### config.mk
export PLATFORM = sky130hd
export DESIGN_NAME = spi_flash_read_ctrl
export DESIGN_NICKNAME = d
export VERILOG_FILES = /design/src/rtl/spi_flash_pkg.sv /design/src/rtl/spi_flash_read_ctrl.sv
export SDC_FILE = /design/constraint.sdc
export NUM_CORES = 1
export LEC_CHECK = 0
export ABC_AREA = 1
export CAP_MARGIN = 10
export CORE_UTILIZATION = 49
export DETAILED_ROUTE_END_ITERATION = 10
export HOLD_SLACK_MARGIN = 0.03
export PLACE_DENSITY = 0.73
export SLEW_MARGIN = 20
export SYNTH_ARGS = -nofsm -noshare
export SYNTH_HDL_FRONTEND = slang
export SYNTH_SLANG_ARGS = --single-unit
### constraint.sdc
create_clock -name sys_clk -period 1.65 [get_ports sys_clk]
set_input_delay 0.2475 -clock sys_clk [delete_from_list [all_inputs] [get_ports sys_clk]]
set_output_delay 0.2475 -clock sys_clk [all_outputs]
set_load 0.01 [all_outputs]
### src/rtl/spi_flash_pkg.sv
// Shared types and constants for the SPI flash read sequencer.
// Defining FAST_READ_EN selects the 0x0B fast-read frame with one dummy byte after the address.
package spi_flash_pkg;

  typedef enum logic [1:0] {
    IDLE,
    START,
    XFER,
    WAIT_CS
  } state_e;

  localparam logic [7:0] OP_READ      = 8'h03;
  localparam logic [7:0] OP_FAST_READ = 8'h0B;

  // sys_clk cycles per serial byte on the driver side
  localparam int unsigned BYTE_CLKS = 32;

`ifdef FAST_READ_EN
  localparam bit          FAST_READ = 1'b1;
  localparam int unsigned HDR_LEN   = 5;
`else
  localparam bit          FAST_READ = 1'b0;
  localparam int unsigned HDR_LEN   = 4;
`endif

endpackage

### src/rtl/spi_flash_read_ctrl.sv
// Serial-flash READ frame sequencer driving a mode-0 SPI byte driver: opcode, 24-bit address, N data bytes.
// FAST_READ_EN (see spi_flash_pkg) switches to the fast-read opcode with one dummy header byte.
module spi_flash_read_ctrl
  import spi_flash_pkg::*;
#(
  parameter int         LEN_W     = 8,
  parameter logic [7:0] READ_OP   = OP_READ,
  parameter logic [7:0] FILL_BYTE = 8'h00
) (
  input  logic             sys_clk,
  input  logic             sys_rst_n,
  input  logic             rd_req,
  input  logic [23:0]      rd_addr,
  input  logic [LEN_W-1:0] rd_len,
  output logic             busy,
  output logic [7:0]       rd_data,
  output logic             rd_valid,
  output logic             rd_done,
  output logic             spi_start,
  output logic             spi_end,
  output logic [7:0]       data_send,
  input  logic [7:0]       data_rec,
  input  logic             send_done,
  input  logic             rec_done,
  input  logic             spi_cs
);

  localparam int         CNT_W  = LEN_W + 3;
  localparam logic [7:0] OPCODE = FAST_READ ? OP_FAST_READ : READ_OP;

  state_e             state_q, state_d;
  logic [23:0]        addr_q, addr_d;
  logic [LEN_W-1:0]   len_q, len_d;
  logic [CNT_W-1:0]   tx_idx_q, tx_idx_d;
  logic [CNT_W-1:0]   rx_idx_q, rx_idx_d;
  logic [7:0]         data_send_q, data_send_d;
  logic [7:0]         rd_data_q, rd_data_d;
  logic               rd_valid_q, rd_valid_d;
  logic               rd_done_q, rd_done_d;
  logic               busy_q, busy_d;
  logic               spi_end_q, spi_end_d;
  logic [CNT_W-1:0]   last_idx;

  // Index of the final byte of the frame (header plus data).
  assign last_idx = CNT_W'(HDR_LEN) + CNT_W'(len_q) - CNT_W'(1);

  // Byte to load after byte idx-1 has been launched; index 0 (opcode) is loaded on request.
  function automatic logic [7:0] tx_byte(input logic [CNT_W-1:0] idx, input logic [23:0] addr);
    if (idx == CNT_W'(1)) return addr[23:16];
    if (idx == CNT_W'(2)) return addr[15:8];
    if (idx == CNT_W'(3)) return addr[7:0];
    return FILL_BYTE;
  endfunction

  always_comb begin
    // NOTE: every signal gets a default before the case so no path leaves it unassigned (no latches).
    state_d     = state_q;
    addr_d      = addr_q;
    len_d       = len_q;
    tx_idx_d    = tx_idx_q;
    rx_idx_d    = rx_idx_q;
    data_send_d = data_send_q;
    rd_data_d   = rd_data_q;
    rd_valid_d  = 1'b0;
    rd_done_d   = 1'b0;
    busy_d      = busy_q;
    spi_end_d   = 1'b0;

    unique case (state_q)
      IDLE: begin
        if (rd_req) begin
          addr_d      = rd_addr;
          len_d       = rd_len;
          busy_d      = 1'b1;
          data_send_d = OPCODE;
          state_d     = START;
        end
      end
      START: begin
        tx_idx_d = '0;
        rx_idx_d = '0;
        state_d  = XFER;
      end
      XFER: begin
        if (send_done) begin
          tx_idx_d    = tx_idx_q + CNT_W'(1);
          data_send_d = tx_byte(tx_idx_q + CNT_W'(1), addr_q);
          // The driver releases CS at the next byte boundary, so only request it on the last byte.
          if (tx_idx_q == last_idx) spi_end_d = 1'b1;
        end
        if (rec_done) begin
          rx_idx_d = rx_idx_q + CNT_W'(1);
          if (rx_idx_q >= CNT_W'(HDR_LEN)) begin
            rd_data_d  = data_rec;
            rd_valid_d = 1'b1;
          end
          if (rx_idx_q == last_idx) state_d = WAIT_CS;
        end
      end
      WAIT_CS: begin
        if (spi_cs) begin
          rd_done_d = 1'b1;
          busy_d    = 1'b0;
          state_d   = IDLE;
        end
      end
      default: state_d = IDLE;
    endcase
  end

  always_ff @(posedge sys_clk or negedge sys_rst_n) begin
    if (!sys_rst_n) begin
      state_q     <= IDLE;
      addr_q      <= '0;
      len_q       <= '0;
      tx_idx_q    <= '0;
      rx_idx_q    <= '0;
      data_send_q <= 8'h00;
      rd_data_q   <= 8'h00;
      rd_valid_q  <= 1'b0;
      rd_done_q   <= 1'b0;
      busy_q      <= 1'b0;
      spi_end_q   <= 1'b0;
    end else begin
      // NOTE: non-blocking assignments so every register updates from pre-edge values.
      state_q     <= state_d;
      addr_q      <= addr_d;
      len_q       <= len_d;
      tx_idx_q    <= tx_idx_d;
      rx_idx_q    <= rx_idx_d;
      data_send_q <= data_send_d;
      rd_data_q   <= rd_data_d;
      rd_valid_q  <= rd_valid_d;
      rd_done_q   <= rd_done_d;
      busy_q      <= busy_d;
      spi_end_q   <= spi_end_d;
    end
  end

  assign spi_start = (state_q == START);
  assign spi_end   = spi_end_q;
  assign data_send = data_send_q;
  assign rd_data   = rd_data_q;
  assign rd_valid  = rd_valid_q;
  assign rd_done   = rd_done_q;
  assign busy      = busy_q;

endmodule

==> impl_results.md <==
- IO Port Bufs: 66
- Final hold vios: 0
- DP Worst Slack: -251 ps
- CP bufs+invs: 2
- I/O pin count: 67
- Final Setup Violations: 11
- CP endpoint kind: flop
- Drt first-iter violations: 268
- Yosys warnings: 0
- CTS Buffer Depth: 2
- Flop pwr share: 32.3%
- Final TNS setup: -2210 ps
- Net Switching: 0.00385 W
- Synth-to-Final Area Change: 46.0%
- Worst Hold Class: in2async
- GRT Total Usage: 27.3%
- Int Power: 0.00560 W
- Status: complete, but fails checks
- Family with the most delay on the worst path: simple AND/OR/NAND/NOR gates
- Cell count after synthesis: 577
- Worst Path Arrival: 2140 ps
- Core ar.: 8220 sq um
- Crit path kind: reg2reg
- Gate power share: 52.0%
- Highest clock rate: 530 MHz
- Largest net degree at the start of global routing: 39
- Clk sinks: 76
- Failing checks: setup timing
- Worst Path Required: 1910 ps
- Vias per inst: 5.10
- Post-synthesis compound-gate area fraction: 6.44%
- Synth Area per Inst: 7.24 sq um
- Yosys reg bits: 76
- Leak pwr: 3.12 nW
- Sw frac: 40.8%
- Period minus WS final: 1890 ps
- Nets: 789
- XOR/XNOR Fraction of Synth Area: 1.68%
- Ant. Diodes: 0
- Crit-path max cell delay: 430 ps
- Synth Cell Area: 4180 sq um
- Via count: 4,290
- Fraction of the cycle the final worst path needs: 114%
- Non-filler cells, final: 841
- CP max-delay cell: dfrtp_2
- WL final: 11.5 mm
- Final ANT Viol Nets: 0
- Core Rows: 33
- Design Area, Final: 6100 sq um
- RSZ-0062 raised after global routing: yes
- Initial antenna violation count: 0
- DP Wirelength: 8.25 mm
- Worst-path cell chain: ha_4 -> nand2_4 -> o21bai_1 -> nand2_2 -> nor2_4 -> buf_6 -> nand3_4 -> buf_6 -> nand3_1 -> nand3_1 -> nand2_1 -> nand2_1
- Syn_nets: 635
- Final Max Slew Viols: 0
- Worst vdd ir: 0.000782 V
- Max-cap violations: 0
- CTS tree: yes
- Cells after DPL: 807
- WL per Instance: 13.7 um
- Root buffer selected by CTS: clkbuf_8
- Clock Power Share: 15.7%
- Worst Tran Pin Value: 372 ps
- Finished Core Util: 74.3%
- Share of cells above drive strength 1: 26.8%
- Clk Latency, worst-skew pair: 360 ps
- Pre-antenna DRT Iters: 7
- Post-Place Cell Area: 5500 sq um
- First-pass GRT wire length: 18.8 mm
- Die width: 94.4 um
- Register area share after synthesis: 45.5%
- Htree depth: 3
- Number of remaining DRC errors: 0
- Largest family of logic cells by synthesized area: simple AND/OR/NAND/NOR gates
- Setup ws final: -238 ps
- Mux contribution to synthesized area: 0%
- GPL Wtd Cong: 0.935
- Synth unique cells: 28
- Synth Area in Adders: 3.59%
- Critical Path Start Type: flop
- Synth Area in Simple Gates: 34.9%
- Die area: 8900 sq um
- Clk pin slew, worst setup/hold paths: 90 ps
- Inserted Clock Buffers: 9
- Pwr/cell area: 1550 nW/um^2
- Setup Skew: 15.6 ps
- Overflow after GRT: 0
- Starting Density: 50.9%
- Vias in the first global route: 4,173
- Die H: 94.4 um
- Slew HR: 75.2%
- Crit-path max FO: 6
==> synth_stat cells, drive strengths merged <==
master / number / area (sq um)
ha: 12 / 150
buf: 2 / 22.5
o21ai: 32 / 164
o21bai: 2 / 15.0
clkbuf: 9 / 33.8
a21oi: 7 / 35.0
clkinv: 3 / 11.3
or2: 1 / 6.26
dfrtp: 76 / 1900
o22ai: 5 / 31.3
nor2: 41 / 184
nand4: 9 / 56.3
nand2: 237 / 907
xor2: 6 / 52.6
inv: 70 / 263
nand3: 57 / 290
nor3: 3 / 15.0
o211ai: 2 / 15.0
xnor2: 2 / 17.5
a221oi: 1 / 8.76
==> cells by family (layout without fill, tap and decap cells) <==
logic type / after synthesis / count (layout)
adders and majority gates: 12 / 12
xor gates and xnor gates: 8 / 8
DFF: 76 / 76
buffers and inverters: 84 / 243
AOI/OAI and AO/OA: 49 / 49
and+or+nand+nor: 348 / 348
==> area by class of cell <==
cell class | count | area (sq um)
Multi-Input combinational cell | 417 | 2210
Sequential cell | 76 | 1910
Inverter | 73 | 280
Clock inverter | 6 | 72.6
Timing Repair Buffer | 154 | 1380
Clock buffer | 10 | 128
Fill cell | 592 | 2110
Tap cell | 105 | 131
==> cells in the final DEF, fill, tap and decap left out, drive strengths merged <==
cell             n
nor3             3
nor2            41
or2              1
nand2          237
clkinv           4
a21oi            7
ha              12
dlygate4sd3      1
dfrtp           76
a221oi           1
o22ai            5
xor2             6
nand4            9
nand3           57
buf             89
clkdlybuf4s50   64
bufinv           1
o21ai           32
o21bai           2
xnor2            2
clkinvlp         1
inv             73
clkbuf          10
o211ai           2
==> state kept, by name (all words and copies together), names as in the netlist <==
name       flops
rd_data        8
len_q          8
busy           1
rd_valid       1
state_q        2
spi_end        1
data_send      8
tx_idx_q      11
rx_idx_q      11
rd_done        1
addr_q        24
==> power by group through the flow <==
| stage | Clock [W] | Combinational [W] | Sequential (W) |
|---|---|---|---|
| after floorplan | 0 | 0.00218 | 0.00299 |
| after global placement | 0 | 0.00405 | 0.00302 |
| after detailed placement | 0 | 0.00420 | 0.00302 |
| after CTS | 0.00149 | 0.00455 | 0.00301 |
| after global routing | 0.00158 | 0.00541 | 0.00312 |
| final | 0.00148 | 0.00491 | 0.00305 |
==> stage by stage <==
stage               hold slack [ps]  power, W
global route                    382    0.0101
floorplan                     -48.1   0.00517
global placement                193   0.00707
detailed placement              199   0.00722
finish                          334   0.00945
CTS                             359   0.00906
==> metal layers <==
metal / GRT usage (%) / vias up / wire length (um) / part of all wire, %
met2: 46.9 / 129 / 5880 / 51
li1: - / 2128 / - / -
met5: 0 / - / 0 / 0
met1: 34.4 / 2009 / 4850 / 42
met3: 4.03 / 24 / 549 / 4.8
met4: 11.3 / 0 / 249 / 2.2
==> what timing repair did <==
| item | in CTS | in global routing |
|---|---|---|
| gates resized for setup | 39 | 61 |
| pin swaps | 15 | 42 |
| hold buffers | 1 | 0 |
| endpoints found under the hold margin | 25 | 0 |
| endpoints found under the setup margin | 27 | 22 |
| setup buffers | 9 | 10 |
==> worst paths after layout <==
check                                 start            to  slack [ps]  depth (start not counted)
min in group sys_clk            rd_addr[19]    addr_q[19]         400                          3
worst min-delay path              sys_rst_n   rx_idx_q[9]         330                          2
worst min register to register   rd_data[0]    rd_data[0]         490                          2
max in group asynchronous         sys_rst_n   tx_idx_q[4]         790                          3
worst max-delay path            tx_idx_q[0]  data_send[6]        -240                         12
worst max register to register  tx_idx_q[0]  data_send[6]        -240                         12
(Power assumes the default switching activity.)
